===== config.mk =====
export PLATFORM = sky130hd
export DESIGN_NAME = upd1771c_host_if
export DESIGN_NICKNAME = d
export VERILOG_FILES = /design/src/rtl/upd1771c_host_if.sv
export SDC_FILE = /design/constraint.sdc
export NUM_CORES = 1
export LEC_CHECK = 0
export BUFFER_PORTS_ARGS = -buffer_cell sky130_fd_sc_hd__buf_2
export CAP_MARGIN = 20
export CORE_ASPECT_RATIO = 1.75
export CORE_MARGIN = 3
export CORE_UTILIZATION = 45
export DETAILED_ROUTE_END_ITERATION = 10
export PLACE_DENSITY = 0.62
export REMOVE_ABC_BUFFERS = 1
export SYNTH_ARGS = -nofsm -noshare
export SYNTH_HDL_FRONTEND = slang
export SYNTH_SLANG_ARGS = --single-unit

===== constraint.sdc =====
create_clock -name CLK -period 5.49 [get_ports CLK]
set_input_delay 0.2745 -clock CLK [delete_from_list [all_inputs] [get_ports CLK]]
set_output_delay 0.2745 -clock CLK [all_outputs]
set_load 0.03 [all_outputs]

===== src/rtl/upd1771c_host_if.sv =====
// upd1771c_host_if: host byte FIFO replayed onto the uPD1771C parallel port using the DSB handshake
module upd1771c_host_if #(
  parameter int FIFO_DEPTH = 8,
  parameter int WR_PULSE = 8,
  parameter int GAP = 72,
  parameter int TIMEOUT = 4096
) (
  input  logic       CLK,
  input  logic       RESB,
  input  logic       CKEN,
  input  logic       HOST_WR,
  input  logic [7:0] HOST_D,
  input  logic       HOST_FIRST,
  output logic       HOST_FULL,
  output logic       HOST_BUSY,
  output logic       ERR,
  input  logic       ERR_CLR,
  output logic [7:0] SND_D,
  output logic       SND_NCS,
  output logic       SND_NWR,
  input  logic       SND_DSB
);
  localparam int AW = $clog2(FIFO_DEPTH);
  localparam int CW = $clog2(GAP > WR_PULSE ? GAP : WR_PULSE);
  localparam int TW = $clog2(TIMEOUT);
  typedef enum logic [2:0] {S_IDLE, S_WAIT_HI, S_STROBE, S_GAP, S_WAIT_LO, S_FLUSH} state_t;
  logic [8:0] mem_q [FIFO_DEPTH];
  logic [AW-1:0] wr_ptr_q, wr_ptr_d, rd_ptr_q, rd_ptr_d;
  logic [AW:0] count_q, count_d;
  logic [CW-1:0] cnt_q, cnt_d;
  logic [TW-1:0] tmo_q, tmo_d;
  state_t state_q, state_d;
  logic [7:0] snd_d_q, snd_d_d;
  logic strobe_n_q, strobe_n_d, cur_first_q, cur_first_d, dsb_q, dsb_d, err_q, err_d;
  logic [8:0] head;
  logic push, pop, start, tmo_err, tmo_hit, empty;
  assign head = mem_q[rd_ptr_q];
  assign empty = count_q == '0;
  assign HOST_FULL = count_q == (AW+1)'(FIFO_DEPTH);
  assign HOST_BUSY = !empty || state_q != S_IDLE;
  assign push = HOST_WR && !HOST_FULL;
  assign tmo_hit = tmo_q == TW'(TIMEOUT - 1);
  assign ERR = err_q;
  assign SND_D = snd_d_q;
  assign SND_NCS = strobe_n_q;
  assign SND_NWR = strobe_n_q;
  assign wr_ptr_d = wr_ptr_q + AW'(push);
  assign rd_ptr_d = rd_ptr_q + AW'(pop);
  assign count_d = count_q + (AW+1)'(push) - (AW+1)'(pop);
  // overflow is checked every CLK; a set event beats a same-cycle clear
  assign err_d = tmo_err || (HOST_WR && HOST_FULL) || (err_q && !ERR_CLR);
  always_comb begin
    state_d = state_q;
    cnt_d = cnt_q;
    tmo_d = tmo_q;
    snd_d_d = snd_d_q;
    strobe_n_d = strobe_n_q;
    cur_first_d = cur_first_q;
    dsb_d = dsb_q;
    pop = 1'b0;
    start = 1'b0;
    tmo_err = 1'b0;
    if (CKEN) begin
      dsb_d = SND_DSB;
      case (state_q)
        S_IDLE: begin
          start = !empty && head[8];
          if (!empty && !head[8]) begin
            state_d = S_WAIT_HI;
            tmo_d = '0;
          end
        end
        S_WAIT_HI: begin
          start = dsb_q;
          tmo_err = !dsb_q && tmo_hit;
          tmo_d = tmo_hit ? tmo_q : tmo_q + TW'(1);
        end
        S_STROBE: begin
          cnt_d = cnt_q + CW'(1);
          if (cnt_q == CW'(WR_PULSE - 1)) begin
            strobe_n_d = 1'b1;
            cnt_d = '0;
            state_d = S_GAP;
          end
        end
        S_GAP: begin
          cnt_d = cnt_q + CW'(1);
          if (cnt_q == CW'(GAP - 1)) begin
            cnt_d = '0;
            tmo_d = '0;
            state_d = cur_first_q ? S_IDLE : S_WAIT_LO;
          end
        end
        S_WAIT_LO: begin
          tmo_err = dsb_q && tmo_hit;
          tmo_d = tmo_hit ? tmo_q : tmo_q + TW'(1);
          if (!dsb_q) state_d = S_IDLE;
        end
        S_FLUSH: begin
          pop = !empty && !head[8];
          if (empty || head[8]) state_d = S_IDLE;
        end
        default: state_d = S_IDLE;
      endcase
      if (tmo_err) state_d = S_FLUSH;
      if (start) begin
        pop = 1'b1;
        snd_d_d = head[7:0];
        strobe_n_d = 1'b0;
        cur_first_d = head[8];
        cnt_d = '0;
        state_d = S_STROBE;
      end
    end
  end
  always_ff @(posedge CLK or negedge RESB) begin
    if (!RESB) begin
      state_q <= S_IDLE;
      cnt_q <= '0;
      tmo_q <= '0;
      wr_ptr_q <= '0;
      rd_ptr_q <= '0;
      count_q <= '0;
      snd_d_q <= 8'hFF;
      strobe_n_q <= 1'b1;
      cur_first_q <= 1'b0;
      dsb_q <= 1'b0;
      err_q <= 1'b0;
    end else begin
      state_q <= state_d;
      cnt_q <= cnt_d;
      tmo_q <= tmo_d;
      wr_ptr_q <= wr_ptr_d;
      rd_ptr_q <= rd_ptr_d;
      count_q <= count_d;
      snd_d_q <= snd_d_d;
      strobe_n_q <= strobe_n_d;
      cur_first_q <= cur_first_d;
      dsb_q <= dsb_d;
      err_q <= err_d;
    end
  end
  always_ff @(posedge CLK) begin
    if (push) mem_q[wr_ptr_q] <= {HOST_FIRST, HOST_D};
  end
endmodule


* Word-level counts from Yosys, hierarchy flattened
Memory sizes are Yosys's and may differ from the RTL's.
Index checks and enable logic that the tools add are counted.
** Operators by class
- $add $sub $neg :: 6
- Equality and inequality tests :: 18
- Multiplexer cells :: 30
- Reduce and logical (&&, ||, !) cells :: 29
** Operators with widths (count)
- $mux W12 :: 3
- $pmux W12 S3 :: 1
- $mux W3 :: 8
- $mux W7 :: 3
- $ne A4 B4 Y1 const B :: 5
- $pmux W3 S6 :: 1
- $pmux W7 S2 :: 1
- $add A12 B1 Y12 const B :: 1
- $eq A12 B12 Y1 const B :: 1
- $mux W1 :: 11
- $reduce_bool A3 Y1 :: 3
- $add A7 B1 Y7 const B :: 1
- $eq A7 B3 Y1 const B :: 1
- $eq A7 B7 Y1 const B :: 1
- $logic_and A1 B1 Y1 :: 7
- $reduce_and A7 Y1 :: 1
- $add A3 B1 Y3 :: 2
- $eq A3 B2 Y1 const B :: 2
- $eq A3 B3 Y1 const B :: 2
- $ne A2 B2 Y1 const B :: 3
- $logic_not A1 Y1 :: 5
- $reduce_and A5 Y1 :: 1
- $add A4 B1 Y4 :: 1
- $eq A4 B4 Y1 const B :: 1
- other kinds (11) :: 17
** Word-level totals
- Bits in registers :: 44
- Memory bits (writable) :: 72
- Input bits :: 15
- Output and inout bits :: 13
- Word-level logic and storage cells :: 95
- Memories kept :: 1
** Memory list
- mem_q :: words 8, width 9, read ports 1, clocked after Yosys merged registers in 0, write ports 1, RTL line 27 : logic [8:0] mem_q [FIFO_DEPTH];

* Depth between registers and ports, before layout
Gate-level depths: netlist of run 1.
- Word-level depth :: 8
- Gate-level depth with buffers :: 13
- Depth with buffers taken out :: 13

* Worst setup path before layout of run 1
Ideal clock, no wire load.
- Path kind :: register to register
- Start point :: register rd_ptr_q[0]
- End point :: register count_q[2]
- Setup time :: 0.123 ns
- Data arrival time :: 2.757 ns
- Slack :: 2.610 ns
- Stages on the path, launching flop included :: 14
- Buffers on the path :: 2
- Clock period less this slack :: 2.880 ns
- Path through :: dfrtp_1 -> buf_6 -> buf_12 -> mux2_4 -> mux4_2 -> nor2_1 -> a41oi_1 -> nor2_1 -> ha_1 -> inv_1 -> ha_1 -> inv_1 -> fa_1 -> xnor2_1
** On the way
- Cells in the longest elaborated chain, start to end :: 7
** Ends and longest elaborated chain
- from (decl) :: RTL line 28 : logic [AW-1:0] wr_ptr_q, wr_ptr_d, rd_ptr_q, rd_ptr_d;
- from (signal assigned) :: RTL line 134 : rd_ptr_q <= rd_ptr_d;
- $mem_v2 Z8 W9 *
- $logic_and A1 B1 Y1 or $logic_not A1 Y1 (tied branches) :: RTL line 67, 100
- $pmux W1 S2 or $logic_and A1 B1 Y1 (tied branches) :: RTL line 65, 100
- $mux W1 (on tied branches) :: RTL line 63, 65
- $mux W1 * :: RTL line 106 : if (start) begin
- $mux W1 * :: RTL line 63 : if (CKEN) begin
- $sub A4 B1 Y4 * :: RTL line 49 : assign count_d = count_q + (AW+1)'(push) - (AW+1)'(pop);
- via count_d[2] :: RTL line 29 : logic [AW:0] count_q, count_d;
- to (signal assigned) :: RTL line 135 : count_q <= count_d;
- to (decl) :: RTL line 29
Mark *: on every way through the listed nets, which the timed path passes. The rest lies on a longest branch. The select of a mux whose other input is x is not followed.
A chain may end at the register's enable or synchronous reset.

* Final worst setup path of run 1
Same ends and word-level chain as after synthesis.

==> metrics, run 1 <==
DP Wirelength=7370 um; layout cell share with drive strength beyond 1=22.4%; CP endpoint kind=flip-flop; fill count=937; Setup crit start kind=flip-flop; Primary FF master, synth=edfxtp_1; VDD IR max=~0.37 mV; unrepaired setup endpoints after global routing=false; CTS clk-pin slew, worst paths=0.06 ns; vias per cell=5.71; H-tree Lvls=4; reg2reg path depth=12; Final Hold Violating Endpoints=0; synth-to-layout area growth=17.4%; global-route wire length before repair=17200 um; die area=0.0133 mm^2; 1st-pass router iterations=4; fin crit share=between 60% and 70%; Starting DRT DRC Count=138; ranking of synthesized cells by area=edfxtp_1 40%, dfrtp_1 16%, mux4_2 5.5%; hold depth=2; IO Port Bufs=27; Syn Inst Count=roughly 390; total length of routed wires=10700 um; Post-synth EDFFs=72; vias in the first global route=3425; Die Ht=around 150 um; Die W=88.6 um; Worst EP required=5.78 ns; FP Rows=52; # DRC=0; Initial Util=between 40% and 50%; Arrival @ worst endpoint=4.00 ns; post-route cell area=0.00630 mm^2; Yosys reg bits=116; fin nets=450; Max Cap Viol=0; diode count=0; Slew Viols, Final=0; Final TNS setup=0 ns; worst slew pin tran=1.06 ns; final core occ=54.1%; P_leak=roughly 0.0025 uW; Fmax=0.270 GHz; GRT Util Overall=around 18%; CTS tree=yes; cell taking the most area after synthesis=edfxtp_1; Mapped Area=0.00537 mm^2; I/O pins=28; final setup fails=0; TritonCTS Buffers=17; CTS Root Cell=clkbuf_16; Clock Path Buffers=2; Slew HR=29.0%; min cycle time layout=3.71 ns; global placer's final weighted congestion=roughly 0.88; clock sink total=116; Distinct cells, synth=60; Layout Skew=about 0.010 ns; Overflow after GRT=0; largest net degree at the start of global routing=45; total number of vias=around 3200; # Post-CTS Setup Buffers=0; DP Area=between 0.005 and 0.006 mm^2; status=completed; Hold Crit Class=in -> reg; register area share after synthesis=between 60% and 70%; Synthesis Warnings=0; Core Area=0.0116 mm^2; Async SR Flop Fraction=37.9%; WS Path Type=reg -> reg; syn avg cell area=13.9 um^2; WL per Instance=18.9 um; post-synth top area share=40.3%; reg-to-reg slack, setup=1.78 ns; initial antenna violation count=0; crit path max fanout=17; number of routed nets with antenna violations=0; Clk Latency, worst-skew pair=a little over 0.4 ns; pwr/cell area=557 mW/mm^2
## Yosys cell counts (3+ instances only)
cell       count
mux2_4         4
nor4_1         3
a21oi_1        9
mux4_1         5
o21ai_1       10
dfstp_2        9
xor2_1         5
mux4_2        13
o22a_1         7
nor3b_1        4
nor3_1        10
and3_1         5
dfrtp_1       35
nand2_1       31
a211oi_1       5
buf_2          5
ha_1          13
xnor2_1        3
nand3_1       10
o21ai_0       14
nor2_1        16
a21o_1         5
mux2i_1       15
nand4_1        3
clkbuf_1       8
edfxtp_1      72
nand2b_1       3
a22o_1         4
inv_1         17
a2bb2oi_1      3
o21a_1         3
## final timing paths
path                             startpoint          to
worst max-delay path            rd_ptr_q[0]  count_q[2]
worst min-delay path                SND_DSB       dsb_q
worst max register to register  rd_ptr_q[0]  count_q[2]
worst min register to register     SND_D[2]    SND_D[2]
max in group asynchronous              RESB    SND_D[2]
min in group asynchronous              RESB    tmo_q[6]
## worst max-delay path, cell delays in order, from the launching register on
cell	delay [ns]
dfrtp_1	0.90
buf_4	0.35
mux2_4	0.31
mux4_2	0.51
nor2_1	0.12
a41oi_1	0.12
nor2_1	0.23
ha_1	0.28
inv_1	0.06
ha_1	0.15
inv_1	0.05
fa_1	0.37
xnor2_1	0.13
## area by class of cell
type | instances | area [um^2] | area share (%)
Clock buffer | 18 | 429 | 6.81
Clock inverter | 14 | 225 | 3.57
Inverter | 17 | 63.8 | 1.01
Multi-Input combinational cell | 235 | 1930 | 30.7
Sequential cell | 116 | 3270 | 51.9
Tap cell | 135 | 169 | 2.68
Timing Repair Buffer | 34 | 210 | 3.33
## repair_timing
| item | in CTS | in global routing |
|---|---|---|
| resized for setup | 0 | 0 |
| endpoints found under the setup margin | 0 | 0 |
| hold endpoints to repair | 0 | 11 |
| hold buffers | 0 | 1 |
## per-stage QoR
stage	worst slack (ns)	hold WS, ns	total power [uW]	cells
after floorplan	2.14	-0.0211	2030	368
after global placement	1.80	0.454	2300	533
after detailed placement	1.70	0.459	2330	535
after CTS	1.68	0.0730	3550	567
after global routing	1.48	0.0970	3710	569
final	1.78	0.107	3510	569
## routing by layer
layer  track usage, %  up-vias  share of wire (%)
met1             19.4     1624                 38
met5                0        -                  0
met4             6.81        0                1.4
li1                 -     1550                  -
met3             4.11       13                3.4
met2             31.8       62                 57
## registers in the layout, indices dropped and copies added, names as in the netlist
register and cells:
dsb_q 1, cnt_q 7, count_q 4, wr_ptr_q 3, SND_NCS 1, state_q 3
tmo_q 12, rd_ptr_q 3, mem_q 72, ERR 1, SND_D 8, cur_first_q 1
## layout by cell type, fill, tap and decap left out, types with 4 or more instances in the layout
cell,n
edfxtp_1,72
dfrtp_1,35
nand2_1,31
buf_2,27
inv_1,17
clkbuf_16,17
nor2_1,16
mux2i_1,15
o21ai_0,14
mux4_2,13
ha_1,13
nor3_1,10
nand3_1,10
o21ai_1,10
dfstp_2,9
a21oi_1,9
o22a_1,7
xor2_1,5
a21o_1,5
and3_1,5
mux4_1,5
a211oi_1,5
bufinv_16,5
nor3b_1,4
mux2_4,4
a22o_1,4
## logic make-up after synthesis
logic type                 count (synthesis)  synth area share [%]
adders and majority gates                 14                  3.40
buffers and inverters                     34                  3.01
DFF                                      116                  61.0
muxes                                     40                  12.4
and+or+nand+nor                          100                  9.56
AOI/OAI and AO/OA                         73                  9.30
xor gates and xnor gates                   8                  1.31
## power by group
part / switching [uW] / internal [uW] / leakage (uW) / total [uW]
clock network: 400 / 811 / 0.000308 / 1210
registers: 189 / 1140 / 0.00120 / 1330
logic: 536 / 431 / 0.000945 / 967
(Power assumes the default switching activity.)
==> run 2, diff against run 1 <==
--- a/config.mk
+++ b/config.mk
@@ -5,13 +5,14 @@
 export SDC_FILE = /design/constraint.sdc
 export NUM_CORES = 1
 export LEC_CHECK = 0
+export ABC_AREA = 1
 export BUFFER_PORTS_ARGS = -buffer_cell sky130_fd_sc_hd__buf_2
 export CAP_MARGIN = 20
 export CORE_ASPECT_RATIO = 1.75
 export CORE_MARGIN = 3
 export CORE_UTILIZATION = 45
 export DETAILED_ROUTE_END_ITERATION = 10
-export PLACE_DENSITY = 0.62
+export PLACE_DENSITY = 0.64
 export REMOVE_ABC_BUFFERS = 1
 export SYNTH_ARGS = -nofsm -noshare
 export SYNTH_HDL_FRONTEND = slang
==> constraint.sdc (replaced) <==
create_clock -name CLK -period 3.2 [get_ports CLK]
set_input_delay 0.16 -clock CLK [delete_from_list [all_inputs] [get_ports CLK]]
set_output_delay 0.16 -clock CLK [all_outputs]
set_load 0.03 [all_outputs]
==> metrics, run 2 <==
status=completed; combinational power share=34.6% (+7.0 points); Distinct cells, synth=35 (-42%); final setup fails=0 (unchanged); commonest non-fill, non-tap cell in the layout=edfxtp_1; GRT Util Overall=18.9% (+1.3 points); fill count=1007 (+7.5%); Biggest register=mem_q; diode count=0 (unchanged); PnR Total Power=6060 uW (+73%); post-placement setup slack=0.498 ns (-1.20 ns); sequential share of power=35.7% (-2.3 points); Switch Pwr=2250 uW (+100%); Post-synth top cells=72 x edfxtp_1, 68 x nand2_1, 60 x nor2_1, 51 x inv_1; Core Area=0.0116 mm^2 (unchanged); post-CTS sizing=0 (unchanged); CTS clk-pin slew, worst paths=0.05 ns (about the same); Arrival @ worst endpoint=2.97 ns (-1.03 ns); unrepaired setup endpoints after global routing=false; final setup margin=0.523 ns (-1.26 ns); Starting DRT DRC Count=142 (+2.9%); TritonCTS Buffers=17 (unchanged); Die Ht=150 um (about the same); IO Port Bufs=27 (unchanged); Overflow after GRT=0 (unchanged); met2 routed WL=6090 um (-0.94%); DP Wirelength=7630 um (+3.5%); most numerous cell in the Yosys netlist=edfxtp_1; met1 WL=4280 um (+5.0%); WS Path Type=reg -> reg; uppermost layer routed=met4; register area=0.00327 mm^2 (unchanged); Layout Skew=0.00938 ns (-0.00101 ns); Max Cap Viol=0 (unchanged); Worst EP required=3.50 ns (-2.28 ns); die area=0.0133 mm^2 (about the same); Setup crit start kind=flip-flop; # Post-CTS Setup Buffers=0 (unchanged); clock power share=29.7% (-4.8 points); 1st-pass router iterations=4 (unchanged); FP Rows=52 (unchanged); internal power=3820 uW (+60%); number of routed nets with antenna violations=0 (unchanged); Initial Util=46.1% (about the same); vias per cell=5.28 (-7.5%); cell taking the most area after synthesis=edfxtp_1; clock sink total=116 (unchanged); max reg flops=72 (unchanged); Slew Viols, Final=0 (unchanged); initial antenna violation count=0 (unchanged); final core occ=53.9% (-0.25 points); Synthesis Warnings=0 (unchanged); register area share after synthesis=61.0% (about the same); layout cell share with drive strength beyond 1=20.6% (-1.8 points); Fmax=0.374 GHz (+38%); fin crit share=83.7% (+16 points); largest net degree at the start of global routing=35 (-22%); I/O pins=28 (unchanged); commonest non-fill, non-tap cells in the layout=72 x edfxtp_1, 68 x nand2_1, 60 x nor2_1; Hold Crit Class=in -> reg; Final TNS setup=0 ns (unchanged); P_leak=0.00257 uW (+4.6%); worst slew pin tran=0.857 ns (-0.204 ns); Slew HR=42.9% (+14 points); Die W=88.6 um (about the same); fin nets=570 (+27%); Syn Inst Count=493 (+28%); Final Hold Violating Endpoints=0 (unchanged); global placer's final weighted congestion=0.810 (-8.3%); total number of vias=3639 (+12%); min cycle time layout=2.68 ns (-1.03 ns); global-route wire length before repair=18400 um (+7.3%); CTS Root Cell=clkbuf_16; # DRC=0 (unchanged); VDD IR max=0.510 mV (+38%); total length of routed wires=11200 um (+4.5%); Post-synth EDFFs=72 (unchanged); Clock Path Buffers=2 (unchanged); syn avg cell area=10.9 um^2 (-22%); vias in the first global route=3744 (+9.3%); Async SR Flop Fraction=37.9% (unchanged); post-synth top area share=40.3% (about the same); crit path max fanout=6 (-11); CTS tree=yes; area occupied by multi-input gates=0.00177 mm^2 (-8.3%); ranking of synthesized cells by area=edfxtp_1 40%, dfrtp_1 16%, nand2_1 4.8%; WL met3=558 um (+55%); switch share=37.1% (+5.0 points); H-tree Lvls=4 (unchanged); Primary FF master, synth=edfxtp_1; Mapped Area=0.00537 mm^2 (about the same); pwr/cell area=966 mW/mm^2 (+74%); CP endpoint kind=flip-flop; WL per Instance=16.3 um (-14%); synth-to-layout area growth=16.9%; Yosys reg bits=116 (unchanged); Clk Latency, worst-skew pair=0.41 ns (about the same)
-- run 2: changes by cell type after synthesis, moves of 7 or more --
cell      change
nor2_1       +44
o221ai_1     +15
o21ai_2      +12
nand2_2      +14
o21ai_0       +8
mux4_2       -13
nand3_1      +25
o22a_1        -7
o21ai_1      -10
xor2_1        +7
inv_1        +34
nand2_1      +37
-- run 2: metal layers --
| metal | up-vias | GRT usage (%) |
|---|---|---|
| met5 | - | 0 |
| met4 | 0 | 9.61 |
| met3 | 26 | 4.87 |
| met2 | 85 | 32.9 |
| met1 | 1742 | 20.7 |
| li1 | 1786 | - |
-- run 2: path summary, 6_finish.rpt --
| check | from | end | slack [ns] | depth (start not counted) |
|---|---|---|---|---|
| min in group asynchronous | RESB | tmo_q[1] | 0.40 | 2 |
| hold reg to reg | SND_D[5] | SND_D[5] | 0.46 | 2 |
| setup / recovery | count_q[2] | count_q[2] | 0.52 | 14 |
| hold / removal | HOST_WR | ERR | 0.02 | 3 |
| setup reg to reg | count_q[2] | count_q[2] | 0.52 | 14 |
| max in group asynchronous | RESB | SND_D[6] | 2.04 | 3 |
-- run 2: cell families (layout without fill, tap and decap cells) --
kind of cell | Yosys count | in the layout | share of synthesized area, %
AO/OA/AOI/OAI | 64 | 64 | 8.30
AND/OR/NAND/NOR | 196 | 196 | 16.1
buffers and inverters | 73 | 134 | 5.97
adder cells (fa/ha/maj) | 14 | 14 | 3.40
flip-flops | 116 | 116 | 61.0
XOR/XNOR | 14 | 14 | 2.28
multiplexers | 16 | 16 | 2.98
-- run 2: timing repair --
action / 4_1_cts / 5_1_grt
endpoints found under the hold margin: 27 / 0
hold buffers: 3 / 0
endpoints found under the setup margin: 0 / 0
-- run 2: power by group through the flow --
stage	combinational (uW)	clock [uW]	sequential, uW
global placement	2070	0	2180
floorplan	1290	0	2370
CTS	2140	1840	2170
detailed placement	2120	0	2190
global route	2370	1920	2210
finish	2100	1800	2160
-- run 2: final cells by class --
class / instances / share of cell area (%)
tap: 135 / 2.69
sequential: 116 / 52.2
timing repair buffer: 45 / 4.43
inverter: 57 / 3.41
clock buffer: 18 / 6.84
multi-input combinational: 304 / 28.2
clock inverter: 14 / 2.21
-- run 2: critical path, cell delays in order (launching register included) --
cell and delay (ns):
dfrtp_1 0.36, inv_1 0.10, ha_1 0.17, nor3b_1 0.34, nor2_1 0.07, nand3_1 0.11, nand2_2 0.09, nand2_1 0.08
o21ai_0 0.14, ha_1 0.32, inv_1 0.06, ha_1 0.15, inv_1 0.05, fa_1 0.38, xnor2_1 0.14
-- run 2: stage by stage --
stage | hold slack (ns) | instances | area, um^2
2_1_floorplan | -0.136 | 477 | 5260
3_3_place_gp | 0.324 | 654 | 5680
3_5_place_dp | 0.330 | 654 | 5680
4_1_cts | 0.00780 | 689 | 6280
5_1_grt | 0.0190 | 689 | 6280
6_report | 0.0219 | 689 | 6280
